**src/rtl/multicycle_sequencer_pkg.sv**
```systemverilog
// Shared definitions for the multi-cycle control sequencer: opcodes, FSM states,
// instruction classes, ALU function codes and datapath select encodings.
package seq_pkg;

    // Primary opcodes held in IR[15:12]
    localparam logic [3:0] OP_ADD   = 4'b0000;
    localparam logic [3:0] OP_SUB   = 4'b0001;
    localparam logic [3:0] OP_NAND  = 4'b0010;
    localparam logic [3:0] OP_UNARY = 4'b0011;
    localparam logic [3:0] OP_NOR   = 4'b0100;
    localparam logic [3:0] OP_PUSH  = 4'b0110;
    localparam logic [3:0] OP_LW    = 4'b1000;
    localparam logic [3:0] OP_SW    = 4'b1001;
    localparam logic [3:0] OP_JMP   = 4'b1100;
    localparam logic [3:0] OP_BEQ   = 4'b1101;
    localparam logic [3:0] OP_POP   = 4'b1110;
    localparam logic [3:0] OP_LWC   = 4'b1111;

    // Sub-function codes for the unary/shift opcode, held in IR[3:0]
    localparam logic [3:0] FN_NEG = 4'b0000;
    localparam logic [3:0] FN_SAR = 4'b0001;
    localparam logic [3:0] FN_SHR = 4'b0010;
    localparam logic [3:0] FN_SHL = 4'b0011;

    typedef enum logic [2:0] {
        FETCH,
        DECODE,
        EXEC,
        MEM,
        TRAP
    } seqState_t;

    typedef enum logic [3:0] {
        CL_ALU,
        CL_BEQ,
        CL_JMP,
        CL_LW,
        CL_SW,
        CL_LWC,
        CL_PUSH,
        CL_POP,
        CL_ILLEGAL
    } instrClass_t;

    // ALU function codes
    localparam logic [2:0] ALU_ADD  = 3'b000;
    localparam logic [2:0] ALU_SUB  = 3'b001;
    localparam logic [2:0] ALU_NAND = 3'b010;
    localparam logic [2:0] ALU_NOR  = 3'b011;
    localparam logic [2:0] ALU_NEG  = 3'b100;
    localparam logic [2:0] ALU_SAR  = 3'b101;
    localparam logic [2:0] ALU_SHR  = 3'b110;
    localparam logic [2:0] ALU_SHL  = 3'b111;

    // ALU operand A select
    localparam logic [1:0] A_S1    = 2'b00;
    localparam logic [1:0] A_SP    = 2'b01;
    localparam logic [1:0] A_SHAMT = 2'b10;

    // ALU operand B select
    localparam logic [1:0] B_ONE = 2'b00;
    localparam logic [1:0] B_S2  = 2'b01;
    localparam logic [1:0] B_RD  = 2'b10;

    // Data-memory address select
    localparam logic [1:0] ADDR_LW = 2'b00;
    localparam logic [1:0] ADDR_SW = 2'b01;
    localparam logic [1:0] ADDR_SP = 2'b10;
    localparam logic [1:0] ADDR_S1 = 2'b11;

    // Next-PC source select
    localparam logic [1:0] PC_INC    = 2'b00;
    localparam logic [1:0] PC_BRANCH = 2'b01;
    localparam logic [1:0] PC_JUMP   = 2'b10;

    // True for the classes that need a data-memory phase
    function automatic logic isMemClass(input instrClass_t c);
        return (c == CL_LW) || (c == CL_SW) || (c == CL_LWC) ||
               (c == CL_PUSH) || (c == CL_POP);
    endfunction

endpackage

```
**src/rtl/multicycle_sequencer_if.sv**
```systemverilog
// Instruction/data memory handshake bundle between the sequencer (master)
// and the memory side (slave).
interface multicycle_sequencer_if;

    logic [15:0] instr;
    logic        imem_req;
    logic        imem_ready;
    logic        dmem_req;
    logic        dmem_we;
    logic [1:0]  dmem_addr_sel;
    logic        dmem_ready;

    modport master (
        output imem_req,
        input  imem_ready,
        input  instr,
        output dmem_req,
        output dmem_we,
        output dmem_addr_sel,
        input  dmem_ready
    );

    modport slave (
        input  imem_req,
        output imem_ready,
        output instr,
        input  dmem_req,
        input  dmem_we,
        input  dmem_addr_sel,
        output dmem_ready
    );

endinterface

```
**src/rtl/multicycle_sequencer_instr_class_decode.sv**
```systemverilog
// Combinational instruction classifier: maps the IR onto an instruction class
// plus the ALU function and datapath selects that class needs.
module instr_class_decode
    import seq_pkg::*;
(
    input  logic [15:0] ir,
    output instrClass_t instrClass,
    output logic [2:0]  aluOp,
    output logic [1:0]  aluASel,
    output logic [1:0]  aluBSel,
    output logic [1:0]  dmemAddrSel,
    output logic        illegal
);

    logic [3:0] opcode;
    logic [3:0] funct;
    logic       unusedIrBits;

    assign opcode       = ir[15:12];
    assign funct        = ir[3:0];
    assign unusedIrBits = ^ir[11:4];

    // Classify the opcode; anything not recognised stays CL_ILLEGAL
    always_comb begin
        instrClass  = CL_ILLEGAL;
        aluOp       = ALU_ADD;
        aluASel     = A_S1;
        aluBSel     = B_ONE;
        dmemAddrSel = ADDR_LW;
        case (opcode)
            OP_ADD:  begin instrClass = CL_ALU; aluOp = ALU_ADD;  aluBSel = B_S2; end
            OP_SUB:  begin instrClass = CL_ALU; aluOp = ALU_SUB;  aluBSel = B_S2; end
            OP_NAND: begin instrClass = CL_ALU; aluOp = ALU_NAND; aluBSel = B_S2; end
            OP_NOR:  begin instrClass = CL_ALU; aluOp = ALU_NOR;  aluBSel = B_S2; end
            OP_UNARY: begin
                case (funct)
                    FN_NEG: begin instrClass = CL_ALU; aluOp = ALU_NEG; aluBSel = B_S2; end
                    FN_SAR: begin instrClass = CL_ALU; aluOp = ALU_SAR; aluASel = A_SHAMT; aluBSel = B_RD; end
                    FN_SHR: begin instrClass = CL_ALU; aluOp = ALU_SHR; aluASel = A_SHAMT; aluBSel = B_RD; end
                    FN_SHL: begin instrClass = CL_ALU; aluOp = ALU_SHL; aluASel = A_SHAMT; aluBSel = B_RD; end
                    default: instrClass = CL_ILLEGAL;
                endcase
            end
            OP_BEQ:  begin instrClass = CL_BEQ; aluOp = ALU_SUB; aluBSel = B_S2; end
            OP_JMP:  instrClass = CL_JMP;
            OP_LW:   begin instrClass = CL_LW;  dmemAddrSel = ADDR_LW; end
            OP_SW:   begin instrClass = CL_SW;  dmemAddrSel = ADDR_SW; end
            OP_LWC:  begin instrClass = CL_LWC; dmemAddrSel = ADDR_S1; end
            OP_PUSH: begin instrClass = CL_PUSH; dmemAddrSel = ADDR_SP; aluOp = ALU_SUB; aluASel = A_SP; end
            OP_POP:  begin instrClass = CL_POP;  dmemAddrSel = ADDR_SP; aluOp = ALU_ADD; aluASel = A_SP; end
            default: instrClass = CL_ILLEGAL;
        endcase
        illegal = (instrClass == CL_ILLEGAL);
    end

endmodule

```
**src/rtl/multicycle_sequencer.sv**
```systemverilog
// Multi-cycle control sequencer for the 16-bit core: FETCH/DECODE/EXEC/MEM
// phases, data-memory wait timeout, retired-instruction counter.
// Optional macro ILLEGAL_TRAP_EN: illegal opcodes lock the FSM in TRAP and
// drive the extra 'trap' output; otherwise they execute as a NOP.
module multicycle_sequencer
    import seq_pkg::*;
#(
    parameter int MEM_TIMEOUT = 15,
    parameter int CNT_W       = 16
) (
    input  logic                clk,
    input  logic                reset_n,
    input  logic                run,
    input  logic                alu_zero,
    multicycle_sequencer_if.master memBus,
    output logic                ir_load,
    output logic                pc_write,
    output logic [1:0]          pc_src,
    output logic [2:0]          alu_op,
    output logic [1:0]          alu_a_sel,
    output logic [1:0]          alu_b_sel,
    output logic                reg_we,
    output logic                reg_src,
    output logic                sp_we,
    output logic                is_pop,
    output logic                retire,
    output logic [CNT_W-1:0]    retired_cnt,
`ifdef ILLEGAL_TRAP_EN
    output logic                trap,
`endif
    output logic                mem_err
);

    localparam logic [7:0] TIMEOUT_LIM = 8'(MEM_TIMEOUT);

    seqState_t   state;
    seqState_t   nextState;
    logic [15:0] ir;
    logic [7:0]  timeoutCnt;
    logic        memAbort;

    instrClass_t instrClass;
    logic [2:0]  decAluOp;
    logic [1:0]  decASel;
    logic [1:0]  decBSel;
    logic [1:0]  decAddrSel;
    logic        illegal;

    instr_class_decode decodeUnit (
        .ir          (ir),
        .instrClass  (instrClass),
        .aluOp       (decAluOp),
        .aluASel     (decASel),
        .aluBSel     (decBSel),
        .dmemAddrSel (decAddrSel),
        .illegal     (illegal)
    );

    // State, IR, wait counter, retire counter and sticky error registers
    always_ff @(posedge clk or negedge reset_n) begin
        if (!reset_n) begin
            state       <= FETCH;
            ir          <= 16'h0000;
            timeoutCnt  <= 8'd0;
            retired_cnt <= '0;
            mem_err     <= 1'b0;
        end else begin
            state <= nextState;
            if (ir_load) begin
                ir <= memBus.instr;
            end
            if (state == MEM && !memBus.dmem_ready && !memAbort) begin
                timeoutCnt <= timeoutCnt + 8'd1;
            end else begin
                timeoutCnt <= 8'd0;
            end
            if (retire) begin
                retired_cnt <= retired_cnt + CNT_W'(1);
            end
            if (memAbort) begin
                mem_err <= 1'b1;
            end
        end
    end

    // Next-state and per-phase strobe decode from state plus IR class
    always_comb begin
        nextState            = state;
        memBus.imem_req      = 1'b0;
        memBus.dmem_req      = 1'b0;
        memBus.dmem_we       = 1'b0;
        memBus.dmem_addr_sel = ADDR_LW;
        ir_load              = 1'b0;
        pc_write             = 1'b0;
        pc_src               = PC_INC;
        alu_op               = ALU_ADD;
        alu_a_sel            = A_S1;
        alu_b_sel            = B_ONE;
        reg_we               = 1'b0;
        reg_src              = 1'b0;
        sp_we                = 1'b0;
        is_pop               = 1'b0;
        retire               = 1'b0;
        memAbort             = 1'b0;
`ifdef ILLEGAL_TRAP_EN
        trap                 = 1'b0;
`endif
        case (state)
            FETCH: begin
                memBus.imem_req = run && reset_n;
                if (run && reset_n && memBus.imem_ready) begin
                    ir_load   = 1'b1;
                    nextState = DECODE;
                end
            end
            DECODE: begin
                if (illegal) begin
`ifdef ILLEGAL_TRAP_EN
                    nextState = TRAP;
`else
                    nextState = EXEC;
`endif
                end else if (isMemClass(instrClass)) begin
                    nextState = MEM;
                end else begin
                    nextState = EXEC;
                end
            end
            EXEC: begin
                pc_write  = 1'b1;
                retire    = 1'b1;
                nextState = FETCH;
                case (instrClass)
                    CL_ALU: begin
                        reg_we    = 1'b1;
                        alu_op    = decAluOp;
                        alu_a_sel = decASel;
                        alu_b_sel = decBSel;
                    end
                    CL_BEQ: begin
                        alu_op    = decAluOp;
                        alu_a_sel = decASel;
                        alu_b_sel = decBSel;
                        pc_src    = alu_zero ? PC_BRANCH : PC_INC;
                    end
                    CL_JMP:  pc_src = PC_JUMP;
                    default: pc_src = PC_INC;
                endcase
            end
            MEM: begin
                memBus.dmem_addr_sel = decAddrSel;
                alu_op               = decAluOp;
                alu_a_sel            = decASel;
                is_pop               = (instrClass == CL_POP);
                reg_src              = (instrClass == CL_LW) || (instrClass == CL_LWC) ||
                                       (instrClass == CL_POP);
                if (memBus.dmem_ready) begin
                    memBus.dmem_req = 1'b1;
                    memBus.dmem_we  = (instrClass == CL_SW) || (instrClass == CL_PUSH);
                    reg_we          = reg_src;
                    sp_we           = (instrClass == CL_PUSH) || (instrClass == CL_POP);
                    pc_write        = 1'b1;
                    retire          = 1'b1;
                    nextState       = FETCH;
                end else if (timeoutCnt == TIMEOUT_LIM) begin
                    memAbort  = 1'b1;
                    pc_write  = 1'b1;
                    nextState = FETCH;
                end else begin
                    memBus.dmem_req = 1'b1;
                    memBus.dmem_we  = (instrClass == CL_SW) || (instrClass == CL_PUSH);
                end
            end
            TRAP: begin
`ifdef ILLEGAL_TRAP_EN
                trap = 1'b1;
`endif
                nextState = TRAP;
            end
            default: nextState = FETCH;
        endcase
    end

endmodule

```
**src/flat_wrapper.sv**
```systemverilog
// flat-port wrapper written by rule: the top's interface ports become plain ports
module multicycle_sequencer_flat import seq_pkg::*;
#(
    parameter int MEM_TIMEOUT = 15,
    parameter int CNT_W       = 16
)
  (clk, reset_n, run, alu_zero, ir_load, pc_write, pc_src, alu_op, alu_a_sel, alu_b_sel, reg_we, reg_src, sp_we, is_pop, retire, retired_cnt, mem_err, memBus_imem_req, memBus_imem_ready, memBus_instr, memBus_dmem_req, memBus_dmem_we, memBus_dmem_addr_sel, memBus_dmem_ready);
  multicycle_sequencer_if memBus_i ();
  input  logic clk;
  input  logic reset_n;
  input  logic run;
  input  logic alu_zero;
  output logic ir_load;
  output logic pc_write;
  output logic [1:0] pc_src;
  output logic [2:0] alu_op;
  output logic [1:0] alu_a_sel;
  output logic [1:0] alu_b_sel;
  output logic reg_we;
  output logic reg_src;
  output logic sp_we;
  output logic is_pop;
  output logic retire;
  output logic [CNT_W-1:0] retired_cnt;
  output logic mem_err;
  output wire logic [$bits(memBus_i.imem_req)-1:0] memBus_imem_req;
  input wire logic [$bits(memBus_i.imem_ready)-1:0] memBus_imem_ready;
  input wire logic [$bits(memBus_i.instr)-1:0] memBus_instr;
  output wire logic [$bits(memBus_i.dmem_req)-1:0] memBus_dmem_req;
  output wire logic [$bits(memBus_i.dmem_we)-1:0] memBus_dmem_we;
  output wire logic [$bits(memBus_i.dmem_addr_sel)-1:0] memBus_dmem_addr_sel;
  input wire logic [$bits(memBus_i.dmem_ready)-1:0] memBus_dmem_ready;
  assign memBus_imem_req = memBus_i.imem_req;
  assign memBus_i.imem_ready = memBus_imem_ready;
  assign memBus_i.instr = memBus_instr;
  assign memBus_dmem_req = memBus_i.dmem_req;
  assign memBus_dmem_we = memBus_i.dmem_we;
  assign memBus_dmem_addr_sel = memBus_i.dmem_addr_sel;
  assign memBus_i.dmem_ready = memBus_dmem_ready;
  multicycle_sequencer #(.MEM_TIMEOUT(MEM_TIMEOUT), .CNT_W(CNT_W)) u_core (.clk(clk), .reset_n(reset_n), .run(run), .alu_zero(alu_zero), .memBus(memBus_i), .ir_load(ir_load), .pc_write(pc_write), .pc_src(pc_src), .alu_op(alu_op), .alu_a_sel(alu_a_sel), .alu_b_sel(alu_b_sel), .reg_we(reg_we), .reg_src(reg_src), .sp_we(sp_we), .is_pop(is_pop), .retire(retire), .retired_cnt(retired_cnt), .mem_err(mem_err));
endmodule
```
**config.mk**
```make
export PLATFORM = sky130hd
export DESIGN_NAME = multicycle_sequencer_flat
export DESIGN_NICKNAME = d
export VERILOG_FILES = /design/src/rtl/multicycle_sequencer_pkg.sv /design/src/rtl/multicycle_sequencer_if.sv /design/src/rtl/multicycle_sequencer_instr_class_decode.sv /design/src/rtl/multicycle_sequencer.sv /design/src/flat_wrapper.sv
export SDC_FILE = /design/constraint.sdc
export NUM_CORES = 1
export LEC_CHECK = 0
export CORE_MARGIN = 3
export CORE_UTILIZATION = 40
export DETAILED_ROUTE_END_ITERATION = 7
export PLACE_DENSITY = 0.76
export SYNTH_ARGS = -nofsm -noshare
export SYNTH_HDL_FRONTEND = slang
export SYNTH_SLANG_ARGS = --single-unit
```
**constraint.sdc**
```tcl
create_clock -name clk -period 4.18 [get_ports clk]
set_input_delay 0.418 -clock clk [delete_from_list [all_inputs] [get_ports clk]]
set_output_delay 0.418 -clock clk [all_outputs]
set_load 0.01 [all_outputs]
```
==> impl_metrics.tcl <==
set metrics [dict create \
    status "completed" \
    die-area_um2 5727 \
    worst_pin_slew_ps 564.3 \
    io_pins 60 \
    min_path_type "register to register" \
    worstReg2RegEnd "u_core.retired_cnt[15]$_DFFE_PN0P_" \
    hp-start "u_core.retired_cnt[15]$_DFFE_PN0P_" \
    drive_gt1_share_pct 9.449 \
    cts_buffers 5 \
    cts_tree "done" \
    antenna_cells 0 \
    drtIter0Drc 229 \
    synth_area_um2 1942 \
    grt_util_met2_pct 24.54 \
    worst_setup_path_start_kind "register" \
    nets 277 \
    post-route-util_pct 57.50 \
    overflow 0 \
    setup_viol 0 \
    post_cts.repair.setup_buffers 0 \
    clock_latency_ps 290 \
    use_met1_pct 24.21 \
    ctsResizeCount 0 \
    antenna_left 0 \
    async_flop_share_pct 100.0 \
    crit_slowest_cell "dfrtp_1" \
    p_leak_nw 1.023 \
    critical_path.top_delay_family "flip-flops" \
    worst-setup-path-type "register to output pin" \
    fin_ws_ps 1287 \
    fin_skew_ps 9.021 \
    htreeDepth 2 \
    critPathRequiredTime_ps 3760 \
    synthToLayoutAreaGrowth_pct 33.38 \
    grtUsageMet3_pct 3.958 \
    syn-num-nets 226 \
    fp.dieW_um 75.68 \
    crit_cells 5 \
    synth-seq-cells 36 \
    routed-via-count 1644 \
    first_global_vias 1537 \
    ir_worst_vdd_v 0.0004128 \
    r2r_slack_ps 2190 \
    cp-end-kind "output pin" \
    timing.fmax_ghz 0.3457 \
    synth_area_per_cell_um2 9.613 \
    gr-usage-all-layers_pct 16.98 \
    synth-main-ff-cell "dfrtp_1" \
    clkSinkCount 36 \
    wl_um 4366 \
    grt_first_pass_wirelength_um 7417 \
    cts-root-buf "clkbuf_8" \
    drv_slew 0 \
    critPathMaxFanout 19 \
    initial_core_util_pct 43.11 \
    routedWlPerCell_um 14.27 \
    cp-startpoint "u_core.ir[12]$_DFFE_PN0P_" \
    final-hold-violation-count 0 \
    drc 0 \
    gp_congestion 0.8105 \
    drv_cap 0 \
    relSlewSlack_pct 62.38 \
    layout_common_cells "51 x clkdlybuf4s50_1, 36 x dfrtp_1, 23 x nand2_1, 23 x nor2_1" \
    antenna_found_initial 0 \
    die_h_um 75.68 \
    path_cells "nor2b_1 -> o21ai_0 -> a21oi_1 -> nor3_1 -> clkdlybuf4s50_1" \
    grt_setup_unrepaired "no" \
    core_area_um2 4504 \
    rr_worst_depth 4 \
    layout_commonest_cell "clkdlybuf4s50_1" \
    yosysSeqAreaShare_pct 46.39 \
    crit_end "alu_op[1]" \
    synth_cells 202 \
    r2r_start "u_core.state[2]$_DFFE_PN0P_" \
    min_period_ps 2893 \
    clockBufferDepth 2 \
    crit_arrival_ps 2470 \
    fin_crit_sh_pct 69.21 \
    fin_setup_tns_ps 0 \
    ctsHoldBuffers 0 \
    synth.distinct_cells 40 \
    dp_hpwl_um 3208 \
    dr.pass1.iters 4 \
    synth_edf_count 0 \
    critPathBufInv 1 \
    core.rowCount 24 \
    max_stage_delay_ps 670 \
    post-place-ws_ps 1563 \
    vias_per_cell 5.373 \
    clkTransAtPathRegs_ps 70 \
    numPortBuffers 51 \
    yosysWarningCount 0 \
    grt_max_degree 38 \
    grt_most_used_layer "met2" \
    p_per_area_nw_per_um2 529.1 \
]
-- sequential cells by signal, summed over array words and instances (netlist names) --
signal,flops
u_core.retired_cnt,16
u_core.ir,8
u_core.timeoutCnt,8
u_core.state,3
u_core.mem_err,1
-- routing by layer --
metal | vias up | wire, um
met5 | - | 0
met4 | 0 | 78
met3 | 6 | 238
met2 | 50 | 2016
met1 | 786 | 2032
li1 | 802 | -
-- where the power goes --
part	internal, mW	switching, mW
registers	0.423	0.142
clock network	0.177	0.123
logic	0.256	0.250
total	0.856	0.515
-- layout make-up --
class	instances	area, um^2
Fill cell	410	1914
Multi-Input combinational cell	152	972.2
Inverter	5	18.77
Clock inverter	2	35.03
Clock buffer	6	72.57
Sequential cell	36	900.9
Timing Repair Buffer	53	525.5
Tap cell	52	65.06
-- cells in the mapped netlist, drive strengths merged (2+ instances only) --
cell type | n | share of area, %
nor3b | 5 | 1.9
xor2 | 11 | 5.0
a211oi | 2 | 0.77
nand4 | 2 | 0.64
nor4 | 6 | 1.9
nor3 | 12 | 4.3
inv | 5 | 0.97
xnor2 | 11 | 5.0
and2 | 2 | 0.64
ha | 2 | 1.3
nor2b | 4 | 1.7
dfrtp | 36 | 46
and3 | 6 | 1.9
clkbuf | 5 | 0.97
o2bb2ai | 2 | 0.90
nand2 | 23 | 4.4
o21ai | 6 | 1.5
mux2 | 7 | 4.1
buf | 4 | 1.6
nand3 | 9 | 2.3
or4 | 2 | 1.2
nor2 | 24 | 4.8
a21oi | 4 | 1.0
-- kinds of logic after synthesis --
group / share of synthesized area (%)
compound gates: 6.702
xor+xnor: 9.922
fa+ha+maj: 1.804
buf+inv: 3.544
flops: 46.39
mux: 4.060
simple gates: 27.58
-- worst min-delay path by stage --
stage          slack (ps)  depth (start not counted)                                  to
2_1_floorplan         120                          0            u_core.ir[0]$_DFFE_PN0P_
3_3_place_gp          450                          1          u_core.mem_err$_DFFE_PN0P_
3_5_place_dp          460                          1  u_core.retired_cnt[15]$_DFFE_PN0P_
4_1_cts               470                          1  u_core.retired_cnt[15]$_DFFE_PN0P_
5_1_grt               490                          1          u_core.mem_err$_DFFE_PN0P_
6_report              470                          1  u_core.retired_cnt[15]$_DFFE_PN0P_
-- stage by stage --
stage | hold slack, ps | area (um^2) | power, mW | cells
6_report | 469.0 | 2590 | 1.370 | 306
3_5_place_dp | 457.6 | 2482 | 1.070 | 298
5_1_grt | 487.6 | 2590 | 1.476 | 306
2_1_floorplan | 122.4 | 1942 | 0.8754 | 202
4_1_cts | 471.4 | 2590 | 1.374 | 306
3_3_place_gp | 453.4 | 2482 | 1.058 | 298
No activity file was read; power rests on OpenSTA's default activity.
